$ cat src/rtl/pipe_stage_reg.sv
// Valid/ready pipeline register with flush (selected fields kept), and a saturating downstream-stall counter.
// Build option: define PIPE_STAGE_SKID_EN for a one-entry skid buffer and an in_ready registered away from out_ready.
module pipe_stage_reg #(
    parameter int                    DATA_W     = 32,
    parameter int                    NUM_FIELDS = 5,
    parameter logic [NUM_FIELDS-1:0] KEEP_MASK  = NUM_FIELDS'(1),
    parameter int                    CNT_W      = 16
) (
    input  logic                         clk,
    input  logic                         rst,
    input  logic                         in_valid,
    output logic                         in_ready,
    input  logic [NUM_FIELDS*DATA_W-1:0] in_data,
    input  logic                         flush,
    output logic                         out_valid,
    input  logic                         out_ready,
    output logic [NUM_FIELDS*DATA_W-1:0] out_data,
    output logic [CNT_W-1:0]             stall_cnt
);
    localparam int PAYLOAD_W = NUM_FIELDS * DATA_W;

    logic [PAYLOAD_W-1:0] flush_data;
    logic                 in_xfer;
    logic                 out_free;
    logic                 stalled;

    // Fields marked in KEEP_MASK survive a squash; the rest are cleared.
    always_comb begin
        flush_data = '0;
        for (int k = 0; k < NUM_FIELDS; k++) begin
            if (KEEP_MASK[k]) begin
                flush_data[k*DATA_W +: DATA_W] = in_data[k*DATA_W +: DATA_W];
            end
        end
    end

    assign out_free = !out_valid || out_ready;
    assign stalled  = out_valid && !out_ready;
    assign in_xfer  = in_valid && in_ready;

`ifdef PIPE_STAGE_SKID_EN
    logic                 skid_valid;
    logic [PAYLOAD_W-1:0] skid_data;

    // NOTE: in_ready depends only on registered skid state plus rst/flush, so out_ready never reaches it.
    assign in_ready = !rst && !flush && !skid_valid;

    // NOTE: all state updates here are non-blocking so every register sees pre-edge values.
    always_ff @(posedge clk or posedge rst) begin
        if (rst) begin
            out_valid  <= 1'b0;
            out_data   <= '0;
            skid_valid <= 1'b0;
            skid_data  <= '0;
        end else if (flush) begin
            out_valid  <= 1'b0;
            out_data   <= flush_data;
            skid_valid <= 1'b0;
        end else if (out_free) begin
            if (skid_valid) begin
                out_data   <= skid_data;
                out_valid  <= 1'b1;
                skid_valid <= 1'b0;
            end else if (in_xfer) begin
                out_data  <= in_data;
                out_valid <= 1'b1;
            end else begin
                out_valid <= 1'b0;
            end
        end else if (in_xfer) begin
            skid_data  <= in_data;
            skid_valid <= 1'b1;
        end
    end
`else
    assign in_ready = !rst && !flush && out_free;

    // NOTE: all state updates here are non-blocking so every register sees pre-edge values.
    always_ff @(posedge clk or posedge rst) begin
        if (rst) begin
            out_valid <= 1'b0;
            out_data  <= '0;
        end else if (flush) begin
            out_valid <= 1'b0;
            out_data  <= flush_data;
        end else if (in_xfer) begin
            out_data  <= in_data;
            out_valid <= 1'b1;
        end else if (out_ready) begin
            out_valid <= 1'b0;
        end
    end
`endif

    always_ff @(posedge clk or posedge rst) begin
        if (rst) begin
            stall_cnt <= '0;
        end else if (stalled && !flush && (stall_cnt != {CNT_W{1'b1}})) begin
            stall_cnt <= stall_cnt + CNT_W'(1);
        end
    end

endmodule

$ cat config.mk
export PLATFORM = sky130hd
export DESIGN_NAME = pipe_stage_reg
export DESIGN_NICKNAME = d
export VERILOG_FILES = /design/src/rtl/pipe_stage_reg.sv
export SDC_FILE = /design/constraint.sdc
export NUM_CORES = 1
export LEC_CHECK = 0
export ABC_CLOCK_PERIOD_IN_PS = 5200
export BUFFER_PORTS_ARGS = -buffer_cell sky130_fd_sc_hd__buf_4
export CORE_UTILIZATION = 40
export DETAILED_ROUTE_END_ITERATION = 16
export HOLD_SLACK_MARGIN = 0.1
export PLACE_DENSITY = 0.73
export SLEW_MARGIN = 20
export SYNTH_ARGS = -nofsm -noshare
export SYNTH_HDL_FRONTEND = slang
export SYNTH_SLANG_ARGS = --single-unit
$ cat constraint.sdc
create_clock -name clk -period 5.2 [get_ports clk]
set_input_delay 0.78 -clock clk [delete_from_list [all_inputs] [get_ports clk]]
set_output_delay 0.78 -clock clk [all_outputs]
set_load 0.01 [all_outputs]
**Word level (Yosys, flattened, before mapping)**

Cells that the tools add are included.
Widths: inputs -> output; s select.

- Bits in registers: 177
- Bits in latches: 0
- Bits in writable memories: 0
- Memory bits (read-only): 0
- Input port bits: 165
- Output and inout port bits: 178
- Word-level logic and storage cells: 23
- Memories kept: 0

- Add/sub/neg operators: 1
- Multiply operators: 0
- Divide/modulo/power cells: 0
- Order comparisons: 0
- Eq/ne operators: 1
- Shift-type cells: 0
- Multiplexer cells: 5
- Bitwise logic cells: 0
- Reductions and logical operators: 13

Operators by type and width:

| operator | count |
|---|---|
| $mux 160 | 2 |
| $add 16x1->16 const B | 1 |
| $ne 16x16->1 const B | 1 |
| $logic_and 1x1->1 | 6 |
| $logic_not 1->1 | 4 |
| $mux 1 | 3 |
| $reduce_bool 3->1 | 1 |
| $reduce_bool 2->1 | 1 |
| $logic_or 1x1->1 | 1 |

**Longest topological paths before layout**

Gate-level depths: netlist of run 1.

- Depth in word-level cells: 6
- Gate-level depth with buffers: 6
- Mapped depth without buffers: 5

**Worst setup path before layout of run 1**

Ideal clock, no wire load.

- Path kind: input to register
- Start point: in flush
- End point: reg stall_cnt[8]
- Setup time: 125 ps
- Arrival time: 2,004 ps
- Required time: 5,075 ps
- Path slack: 3,071 ps
- Stages: 5
- Path buffers: 1
- Cell sequence: or3b_1 -> buf_2 -> nor3_4 -> and3_1 -> mux2_2

- Cells in the longest elaborated chain, start to end: 3

RTL lines:

| element | RTL line | text |
|---|---|---|
| from (decl) | 14 | `input logic flush,` |
| $logic_not 1->1 | 98 | `end else if (stalled && !flush && (stall_cnt != {CNT_W{1'b1}})) begin` |
| $logic_and 1x1->1 (2 in series) | 98 |  |
| to (signal assigned) | 99 | `stall_cnt <= stall_cnt + CNT_W'(1);` |
| to (decl) | 18 | `output logic [CNT_W-1:0] stall_cnt` |

Every way passes these cells.
A chain may end at the register's enable or synchronous reset.

**Worst setup path after layout of run 1**

- Start point: in out_ready
- End point: reg out_data[146]

- Cells in the longest elaborated chain, start to end: 4

RTL lines:

| element | RTL line | text |
|---|---|---|
| from (decl) | 16 | `input logic out_ready,` |
| $logic_or 1x1->1 | 37 | `assign out_free = !out_valid \|\| out_ready;` |
| $logic_and 1x1->1 | 76 | `assign in_ready = !rst && !flush && out_free;` |
| $logic_and 1x1->1 | 39 | `assign in_xfer = in_valid && in_ready;` |
| $reduce_bool 2->1 (no source line) | -- |  |
| to (signal assigned) | 85 | `out_data <= flush_data;` |
| to (signal assigned) | 87 | `out_data <= in_data;` |
| to (decl) | 17 | `output logic [NUM_FIELDS*DATA_W-1:0] out_data,` |

Every way passes these cells.

==> reports/metrics.yaml, run 1 <==
run_status:
  status: "finished clean"
floorplanning:
  dieArea_um2: 18700
  core_area_um2: 17500
  start_util: 0.414
  row_count: 48
  ios: 343
  fp.dieW_um: 137
  dieHeight_um: 137
worst_setup_path:
  slowest_delay_ns: 0.80
  path_cells: "buf_4 > nor2b_1 > or4b_4 > buf_4 > nand2_1 > a21oi_1"
  cp-endpoint: "out_data[146]"
  cp.depth: 6
  crit_buf_inv: 2
  critPathLaunchType: "input port"
  r2r-start: "out_valid"
  r2r_slack_ns: 2.75
  crit_top_cell: "buf_4"
  cp_top_family: "simple AND/OR/NAND/NOR gates"
  cp_slowest_cell: "or4b_4"
  startpoint: "out_ready"
  path_class: "in -> reg"
  regToRegEndpoint: "out_data[146]"
  crit_fanout: 82
  crit_arrival_ns: 2.87
  crit_required_ns: 5.53
  rr_worst_depth: 5
  endpoint_kind: "flip-flop"
cts:
  clockBufferDepth: 2
  cts_root_buf: "clkbuf_16"
  clock_latency_ns: 0.42
  postCtsSetupBuffers: 0
  cts_resized: 0
  cts_num_sinks: 177
  hold_buffers: 0
  clkSlewWorstSetupHoldPaths_ns: 0.07
  cts_tree: "yes"
  h-tree-depth: 4
  cts_buffers: 17
detailed_routing:
  wl_mm: 20.3
  ant_nets: 0
  drt_iter0_drc: 351
  wl_per_cell_um: 16.1
  vias: 6138
  vias_per_cell: 4.87
  first_pass_iters: 6
  drc: 0
power:
  power_density_nw_per_um2: 310
  total_power_uw: 3280
  leakagePower_uw: 0.00562
  ir_drop_mv: 0.225
placed_design:
  portBuffers: 342
  dpl.hpwl_mm: 13.9
  gp_congestion: 0.770
grt:
  overflow: 0
  first_global_vias: 5981
  antenna_found_initial: 0
  grt_pass1_wl_mm: 31.2
  grtUsageTotal: 0.216
  grt_max_degree: 152
cells_and_area:
  finalNetCount: 1189
  antenna_cells: 0
  final_cell_mix: "buf_4 (347), nand2_1 (260), dfrtp_1 (177), nand3b_1 (97), mux2_2 (34)"
  nFillCells: 1497
  final_common_cell: "buf_4"
  drive_gt1_frac: 0.407
  syn2layout_area_growth_pct: 45.9
min_path:
  hp-class: "in -> async"
synth:
  yosysWarnings: 0
  yosys_most_used_dff: "dfrtp_1"
  synth_edf_count: 0
  syn_area_um2: 7270
  synthArstFlopShare: 1.00
  seq_area_frac_synth: 0.609
  synth_nets: 868
  netlist_instances: 702
  synth_area_per_cell_um2: 10.4
  ys_ff_latch: 177
  synthDistinctLibCells: 33
sta:
  slew_headroom: 0.273
  fin_skew_ns: 0.00695
  finalHoldViolations: 0
  maxSlewViolCount: 0
  grt_setup_unrepaired: "false"
  timing.fmax_ghz: 0.395
  setup_violations: 0
  tns_ns: 0
  period_needed_ns: 2.53
  worst-slew-pin-transition_ns: 1.09
  finalCritPeriodShare: 0.487
flow_run:
  cap_violations: 0
==> power by group <==
| group | internal (uW) | switching (uW) | leakage (uW) |
|---|---|---|---|
| clock | 728 | 555 | 0.000280 |
| sequential | 1460 | 57.0 | 0.00234 |
| combinational | 257 | 225 | 0.00300 |
| total | 2450 | 837 | 0.00562 |
==> metrics by stage <==
step / cell area (um2) / instances / util / hold WS [ns] / worst slack [ns]
floorplan: 7270 / 702 / - / 0.536 / 2.15
global placement: 10000 / 1229 / 0.571 / 0.489 / 2.28
detailed placement: 10000 / 1229 / 0.571 / 0.494 / 2.25
CTS: 10600 / 1261 / 0.605 / 0.473 / 2.67
global route: 10600 / 1261 / 0.605 / 0.507 / 2.45
finish: 10600 / 1261 / 0.605 / 0.472 / 2.67
==> flip-flops by register name, indices dropped and copies added, names as in the netlist <==
name       cells
out_valid      1
stall_cnt     16
out_data     160
==> logic make-up (layout without fill, tap and decap cells) <==
logic type	after synthesis	count (layout)	share of synthesized area
XOR/XNOR	12	12	0.0145
multiplexers	36	36	0.0556
buffers and inverters	49	383	0.0263
AND/OR/NAND/NOR	394	394	0.270
AO/OA/AOI/OAI	33	33	0.0227
adder cells (fa/ha/maj)	1	1	0.00172
flip-flops	177	177	0.609
==> worst min path at each step <==
| stage | start | to | slack, ns | cells after the start |
|---|---|---|---|---|
| after floorplan | stall_cnt[5] | stall_cnt[5] | 0.54 | 1 |
| after global placement | out_data[22] | out_data[22] | 0.49 | 1 |
| after detailed placement | out_data[25] | out_data[25] | 0.49 | 1 |
| after CTS | rst | out_data[54] | 0.47 | 2 |
| after global routing | rst | out_data[54] | 0.51 | 2 |
| final | rst | out_data[37] | 0.47 | 2 |
==> metal layers <==
metal / vias up / wire (um) / track usage
met5: - / 0 / 0
met4: 0 / 304 / 0.0659
met3: 22 / 1640 / 0.0678
met2: 229 / 10200 / 0.369
met1: 2943 / 8180 / 0.259
li1: 2944 / - / -
==> cell type report <==
| type | count | area, um2 | share of cell area |
|---|---|---|---|
| flip-flops and latches | 177 | 4430 | 0.418 |
| multi-input cells | 476 | 2660 | 0.251 |
| repair buffers | 348 | 2630 | 0.248 |
| clock buffers | 18 | 439 | 0.0414 |
| well taps | 225 | 282 | 0.0265 |
| clock inverters | 14 | 153 | 0.0144 |
| inverters | 3 | 15.0 | 0.00142 |
==> synthesized netlist by cell type (2+ instances only) <==
master / number / area (um2)
xor2_1: 5 / 43.8
nand3b_1: 97 / 728
buf_2: 6 / 30.0
nand2_1: 260 / 976
nor3_1: 3 / 15.0
clkbuf_1: 38 / 143
nand4_1: 5 / 31.3
a21oi_1: 32 / 160
dfrtp_1: 177 / 4430
mux2_2: 34 / 383
nor2_1: 3 / 11.3
inv_1: 3 / 11.3
and3_1: 4 / 25.0
buf_1: 2 / 7.51
nand3_1: 9 / 45.0
xnor2_1: 7 / 61.3
(Power assumes the default switching activity.)
==> inputs of run 2 (changes only) <==
- ABC_CLOCK_PERIOD_IN_PS: 5200 -> 2610
- PLACE_DENSITY: 0.73 -> 0.7
- clock period: 5.2 -> 2.61 ns (I/O delays scaled with it)
==> run 2 against run 1 <==
  * Clock-buffer cell count up 5
  * Sequential power up 99%
  * Global-route usage up 0.26 points
==> reports/metrics.yaml, run 2 (same netlist as run 1, synthesis figures left out) <==
run_status:
  status: "finished clean"  # unchanged
detailed_routing:
  first_pass_iters: 4  # was 6
  vias_per_cell: 4.89  # was 4.87
  drc: 0  # unchanged
  vias: 6173  # was 6138
  drt_iter0_drc: 326  # was 351
  wl_per_cell_um: 16.1  # about the same
  ant_nets: 0  # unchanged
  wl_mm: 20.4  # was 20.3 mm
worst_setup_path:
  crit_fanout: 75  # was 82
  critPathLaunchType: "input port"  # unchanged
  crit_arrival_ns: 2.29  # was 2.87 ns
  crit_required_ns: 2.88  # was 5.53 ns
  endpoint_kind: "flip-flop"  # unchanged
  path_class: "in -> reg"  # unchanged
  r2r_slack_ns: 0.68  # was 2.75 ns
sta:
  tns_ns: 0  # unchanged
  slew_headroom: 0.467  # was 0.273
  finalHoldViolations: 0  # unchanged
  fin_skew_ns: 0.00839  # was 0.00695 ns
  timing.final.ws_setup_ns: 0.588  # was 2.67 ns
  finalCritPeriodShare: 0.775
  maxSlewViolCount: 0  # unchanged
  period_needed_ns: 2.02
  worst-slew-pin-transition_ns: 0.800  # was 1.09 ns
  timing.fmax_ghz: 0.495
  grt_setup_unrepaired: "false"  # unchanged
  hold-worst-slack_ns: 0.152  # was 0.472 ns
  setup_violations: 0  # unchanged
floorplanning:
  row_count: 48  # unchanged
  core_area_um2: 17500  # unchanged
  dieArea_um2: 18700  # unchanged
  ios: 343  # unchanged
  dieHeight_um: 137  # unchanged
  fp.dieW_um: 137  # unchanged
  start_util: 0.414  # unchanged
cts:
  clkSlewWorstSetupHoldPaths_ns: 0.07  # about the same
  clock_latency_ns: 0.43  # was 0.42 ns
  cts_root_buf: "clkbuf_16"  # unchanged
  h-tree-depth: 4  # unchanged
  cts_buffers: 17  # unchanged
  cts_tree: "yes"  # unchanged
  clockBufferDepth: 2  # unchanged
  cts_num_sinks: 177  # unchanged
cells_and_area:
  drive_gt1_frac: 0.405  # was 0.407
  regMostFlops: "out_data"  # unchanged
  syn2layout_area_growth_pct: 46.3  # was 45.9%
  final_common_cell: "buf_4"  # unchanged
  finalNetCount: 1192  # was 1189
  final_cell_mix: "buf_4 (346), nand2_1 (260), dfrtp_1 (177), nand3b_1 (97), mux2_2 (34)"  # was buf_4 (347), nand2_1 (260), dfrtp_1 (177), nand3b_1 (97), mux2_2 (34)
  largest_register_ffs: 160  # unchanged
  antenna_cells: 0  # unchanged
  reg.largest.list: "out_data (160), stall_cnt (16), out_valid (1)"  # unchanged
  nFillCells: 1565  # was 1497
min_path:
  hp-class: "in -> reg"  # was in -> async
grt:
  first_global_vias: 6014  # was 5981
  grt_max_degree: 129  # was 152
  overflow: 0  # unchanged
  grt_pass1_wl_mm: 31.3  # was 31.2 mm
  grtUsageTotal: 0.218  # was 0.216
  antenna_found_initial: 0  # unchanged
power:
  ir_drop_mv: 0.457  # was 0.225 mV
  power_density_nw_per_um2: 605  # was 310 nW/um2
  leakagePower_uw: 0.00563  # was 0.00562 uW
placed_design:
  dpl_worst_slack_ns: 0.571  # was 2.25 ns
  dpl.hpwl_mm: 14.1  # was 13.9 mm
  gp_congestion: 0.785  # was 0.770
  portBuffers: 342  # unchanged
flow_run:
  cap_violations: 0  # unchanged
-- run 2: cell types whose count changed in the layout (fill, tap and decap cells not counted) --
cell	before	now
buf_12	1	4
buf_4	347	346
bufinv_16	2	1
clkbuf_1	0	3
clkbuf_8	1	3
clkinvlp_4	5	4
dlygate4sd3_1	0	1
inv_6	5	1
-- run 2: layout make-up --
type / instances / area [um2] / area share
flip-flops and latches: 177 / 4430 / 0.417
repair buffers: 351 / 2690 / 0.253
multi-input cells: 476 / 2660 / 0.250
clock buffers: 23 / 478 / 0.0449
well taps: 225 / 282 / 0.0265
clock inverters: 8 / 80.1 / 0.00753
inverters: 3 / 15.0 / 0.00141
-- run 2: final timing paths --
path,start,end,cells after the start
hold / removal,in_data[74],out_data[74],3
setup / recovery,rst,out_data[157],6
min in group asynchronous,rst,out_data[60],3
hold reg to reg,out_data[27],out_data[27],1
max in group asynchronous,rst,out_data[127],4
setup reg to reg,out_valid,out_data[157],5
-- run 2: power breakdown --
group | leakage (uW) | switching (uW) | internal, uW
registers | 0.00234 | 115 | 2910
logic | 0.00302 | 456 | 521
clock network | 0.000266 | 1040 | 1390
-- run 2: metrics by stage --
stage,cells,util,power [uW],area [um2]
6_report,1263,0.606,6430,10600
5_1_grt,1263,0.606,6700,10600
4_1_cts,1263,0.606,6510,10600
3_5_place_dp,1231,0.574,4070,10100
3_3_place_gp,1231,0.574,4050,10100
2_1_floorplan,702,-,3470,7270
-- run 2: what timing repair did --
| item | CTS | global route |
|---|---|---|
| setup buffers | 0 | 0 |
| hold buffers | 1 | 0 |
| endpoints found under the hold margin | 16 | 0 |
| gates resized for setup | 0 | 0 |
-- run 2: metal layers --
layer  vias up  GRT usage  wire (um)
li1       2951          -          -
met1      2956      0.263       8180
met2       238      0.373      10200
met3        28     0.0626       1620
met4         0     0.0781        384
met5         -          0          0
-- run 2: worst max-delay path: stages --
cell,delay [ns]
dlygate4sd3_1,0.54
buf_4,0.16
or4b_4,0.51
buf_4,0.38
nand2_1,0.17
a21oi_1,0.08
==> inputs of run 3 (changes only) <==
- ABC_CLOCK_PERIOD_IN_PS: 2610 -> 1900
- clock period: 2.61 -> 1.9 ns (I/O delays scaled with it)
==> run 3 against run 2 <==
  * Cell area rose by 16%
  * Sequential cell count did not move
  * Final cell count rose by 13%
  * Routed wire length rose by 19%
  * Clock-buffer cell count fell by 5
  * Sequential share of layout area fell by 5.8 points
  * Total power rose by 48%
  * Sequential power rose by 37%
  * Clock power rose by 52%
  * Critical path depth rose by 1
  * First-iteration DRC count fell by 4.3%
  * Clock skew rose by 0.0052 ns
==> reports/metrics.yaml, run 3 (same netlist as run 1, synthesis figures left out) <==
run_status:
  status: "finished clean"  # unchanged
floorplanning:
  start_util: 0.414  # unchanged
  ios: 343  # unchanged
  dieHeight_um: 137  # unchanged
  dieArea_um2: 18700  # unchanged
  row_count: 48  # unchanged
  fp.dieW_um: 137  # unchanged
  core_area_um2: 17500  # unchanged
detailed_routing:
  vias_per_cell: 4.94  # was 4.89
  first_pass_iters: 5  # was 4
  vias: 7059  # was 6173
  ant_nets: 0  # unchanged
  drc: 0  # unchanged
  wl_per_cell_um: 16.9  # was 16.1 um
  wl_mm: 24.2  # was 20.4 mm
  drt_iter0_drc: 312  # was 326
cells_and_area:
  nFillCells: 1244  # was 1565
  regMostFlops: "out_data"  # unchanged
  drive_gt1_frac: 0.363  # was 0.405
  multi_input_area_um2: 2660  # unchanged
  syn2layout_area_growth_pct: 70.0  # was 46.3%
  instances_no_fill: 1428  # was 1263
  largest_register_ffs: 160  # unchanged
  final_common_cell: "buf_4"  # unchanged
  finalNetCount: 1355  # was 1192
  final_cell_mix: "buf_4 (352), nand2_1 (260), dfrtp_1 (177), dlygate4sd3_1 (152), nand3b_1 (97)"  # was buf_4 (346), nand2_1 (260), dfrtp_1 (177), nand3b_1 (97), mux2_2 (34)
  regArea_um2: 4430  # unchanged
  reg.largest.list: "out_data (160), stall_cnt (16), out_valid (1)"  # unchanged
sta:
  finalHoldViolations: 0  # unchanged
  worst-slew-pin-transition_ns: 0.619  # was 0.800 ns
  hold-worst-slack_ns: 0.123  # was 0.152 ns
  maxSlewViolCount: 0  # unchanged
  slew_headroom: 0.588  # was 0.467
  tns_ns: 0  # unchanged
  finalCritPeriodShare: 0.974
  timing.fmax_ghz: 0.540
  period_needed_ns: 1.85
  grt_setup_unrepaired: "false"  # unchanged
  setup_violations: 0  # unchanged
  fin_skew_ns: 0.0136  # was 0.00839 ns
grt:
  grtUsageTotal: 0.254  # was 0.218
  first_global_vias: 7154  # was 6014
  overflow: 0  # unchanged
  grt_max_degree: 90  # was 129
  antenna_found_initial: 1  # was 0
  grt_pass1_wl_mm: 36.5  # was 31.3 mm
power:
  pwr-share-comb: 0.177  # was 0.152
  leakagePower_uw: 0.00638  # was 0.00563 uW
  p_sw_frac: 0.256  # was 0.250
  ir_drop_mv: 0.606  # was 0.457 mV
  p_clk_frac: 0.387  # was 0.377
  power_density_nw_per_um2: 771  # was 605 nW/um2
  switching_power_uw: 2440  # was 1610 uW
  power_frac_seq: 0.436  # was 0.471
  internal_power_uw: 7080  # was 4820 uW
flow_run:
  cap_violations: 0  # unchanged
worst_setup_path:
  r2r-start: "out_valid"  # unchanged
  rr_worst_depth: 6  # was 5
  startpoint: "rst"  # unchanged
  crit_required_ns: 2.23  # was 2.88 ns
  critPathLaunchType: "input port"  # unchanged
  endpoint_kind: "flip-flop"  # unchanged
  crit_arrival_ns: 2.18  # was 2.29 ns
  crit_fanout: 39  # was 75
  path_class: "in -> reg"  # unchanged
cts:
  cts_buffers: 17  # unchanged
  clkSlewWorstSetupHoldPaths_ns: 0.07  # about the same
  cts_num_sinks: 177  # unchanged
  cts_root_buf: "clkbuf_16"  # unchanged
  clock_latency_ns: 0.43  # about the same
  cts_tree: "yes"  # unchanged
  clockBufferDepth: 2  # unchanged
  h-tree-depth: 4  # unchanged
min_path:
  min_path_cells: 3  # unchanged
  hp-class: "in -> reg"  # unchanged
  hold_start: "in_data[147]"  # was in_data[74]
placed_design:
  post-place-cells: 1239  # was 1231
  gp_congestion: 0.815  # was 0.785
  portBuffers: 342  # unchanged
  dpl.hpwl_mm: 14.5  # was 14.1 mm
run 3: cell types whose count changed in the layout (fill, tap and decap cells not counted):
cell,before,now
clkinvlp_4,4,3
inv_8,0,1
clkbuf_1,3,0
bufinv_16,1,3
inv_6,1,4
clkinv_2,2,3
diode_2,0,1
buf_6,0,2
buf_12,4,7
clkbuf_8,3,1
clkbuf_16,17,18
dlygate4sd3_1,1,152
buf_4,346,352
run 3: final cells by class:
cell class              instances  share of cell area
flip-flops and latches        177               0.358
repair buffers                514               0.352
multi-input cells             476               0.215
clock buffers                  18              0.0355
well taps                     225              0.0228
clock inverters                14              0.0142
inverters                       3             0.00122
diodes                          1            0.000203
run 3: power by group through the flow:
stage / logic, uW / clock network (uW) / registers [uW]
2_1_floorplan: 442 / 0 / 4320
3_3_place_gp: 1390 / 0 / 4210
3_5_place_dp: 1400 / 0 / 4220
4_1_cts: 1660 / 3760 / 4150
5_1_grt: 1810 / 3900 / 4180
6_report: 1680 / 3690 / 4160
run 3: worst paths after layout:
path                                  to  slack (ns)
setup / recovery           out_data[151]        0.05
hold / removal             out_data[147]        0.12
setup reg to reg           out_data[151]        0.13
hold reg to reg             out_data[16]        0.51
max in group asynchronous  out_data[127]        0.85
min in group asynchronous   out_data[53]        0.65
run 3: per-stage QoR:
| step | worst slack, ns | util | power, uW | instance area (um2) |
|---|---|---|---|---|
| final | 0.0498 | 0.705 | 9520 | 12400 |
| after global routing | 0.00329 | 0.705 | 9890 | 12400 |
| after CTS | 0.143 | 0.702 | 9570 | 12300 |
| after detailed placement | 0.120 | 0.580 | 5620 | 10200 |
| after global placement | 0.141 | 0.580 | 5600 | 10200 |
| after floorplan | -0.652 | - | 4770 | 7270 |
run 3: repair_timing:
| action | 4_1_cts | 5_1_grt |
|---|---|---|
| gates resized for setup | 0 | 1 |
| setup buffers | 0 | 2 |
| setup endpoints to repair | 0 | 1 |
| hold buffers | 152 | 0 |
| endpoints found under the hold margin | 318 | 0 |
run 3: metal layers:
layer / up-vias / global-route usage / wire [um]
met1: 3418 / 0.298 / 9460
met5: - / 0 / 0
met4: 0 / 0.118 / 750
li1: 3288 / - / -
met3: 46 / 0.0556 / 1580
met2: 307 / 0.442 / 12400
run 3: worst max-delay path, cell delays in order:
cell	delay, ns
dlygate4sd3_1	0.55
buf_4	0.17
nor4b_4	0.42
clkbuf_16	0.27
buf_12	0.22
nand2_1	0.08
a21oi_1	0.17
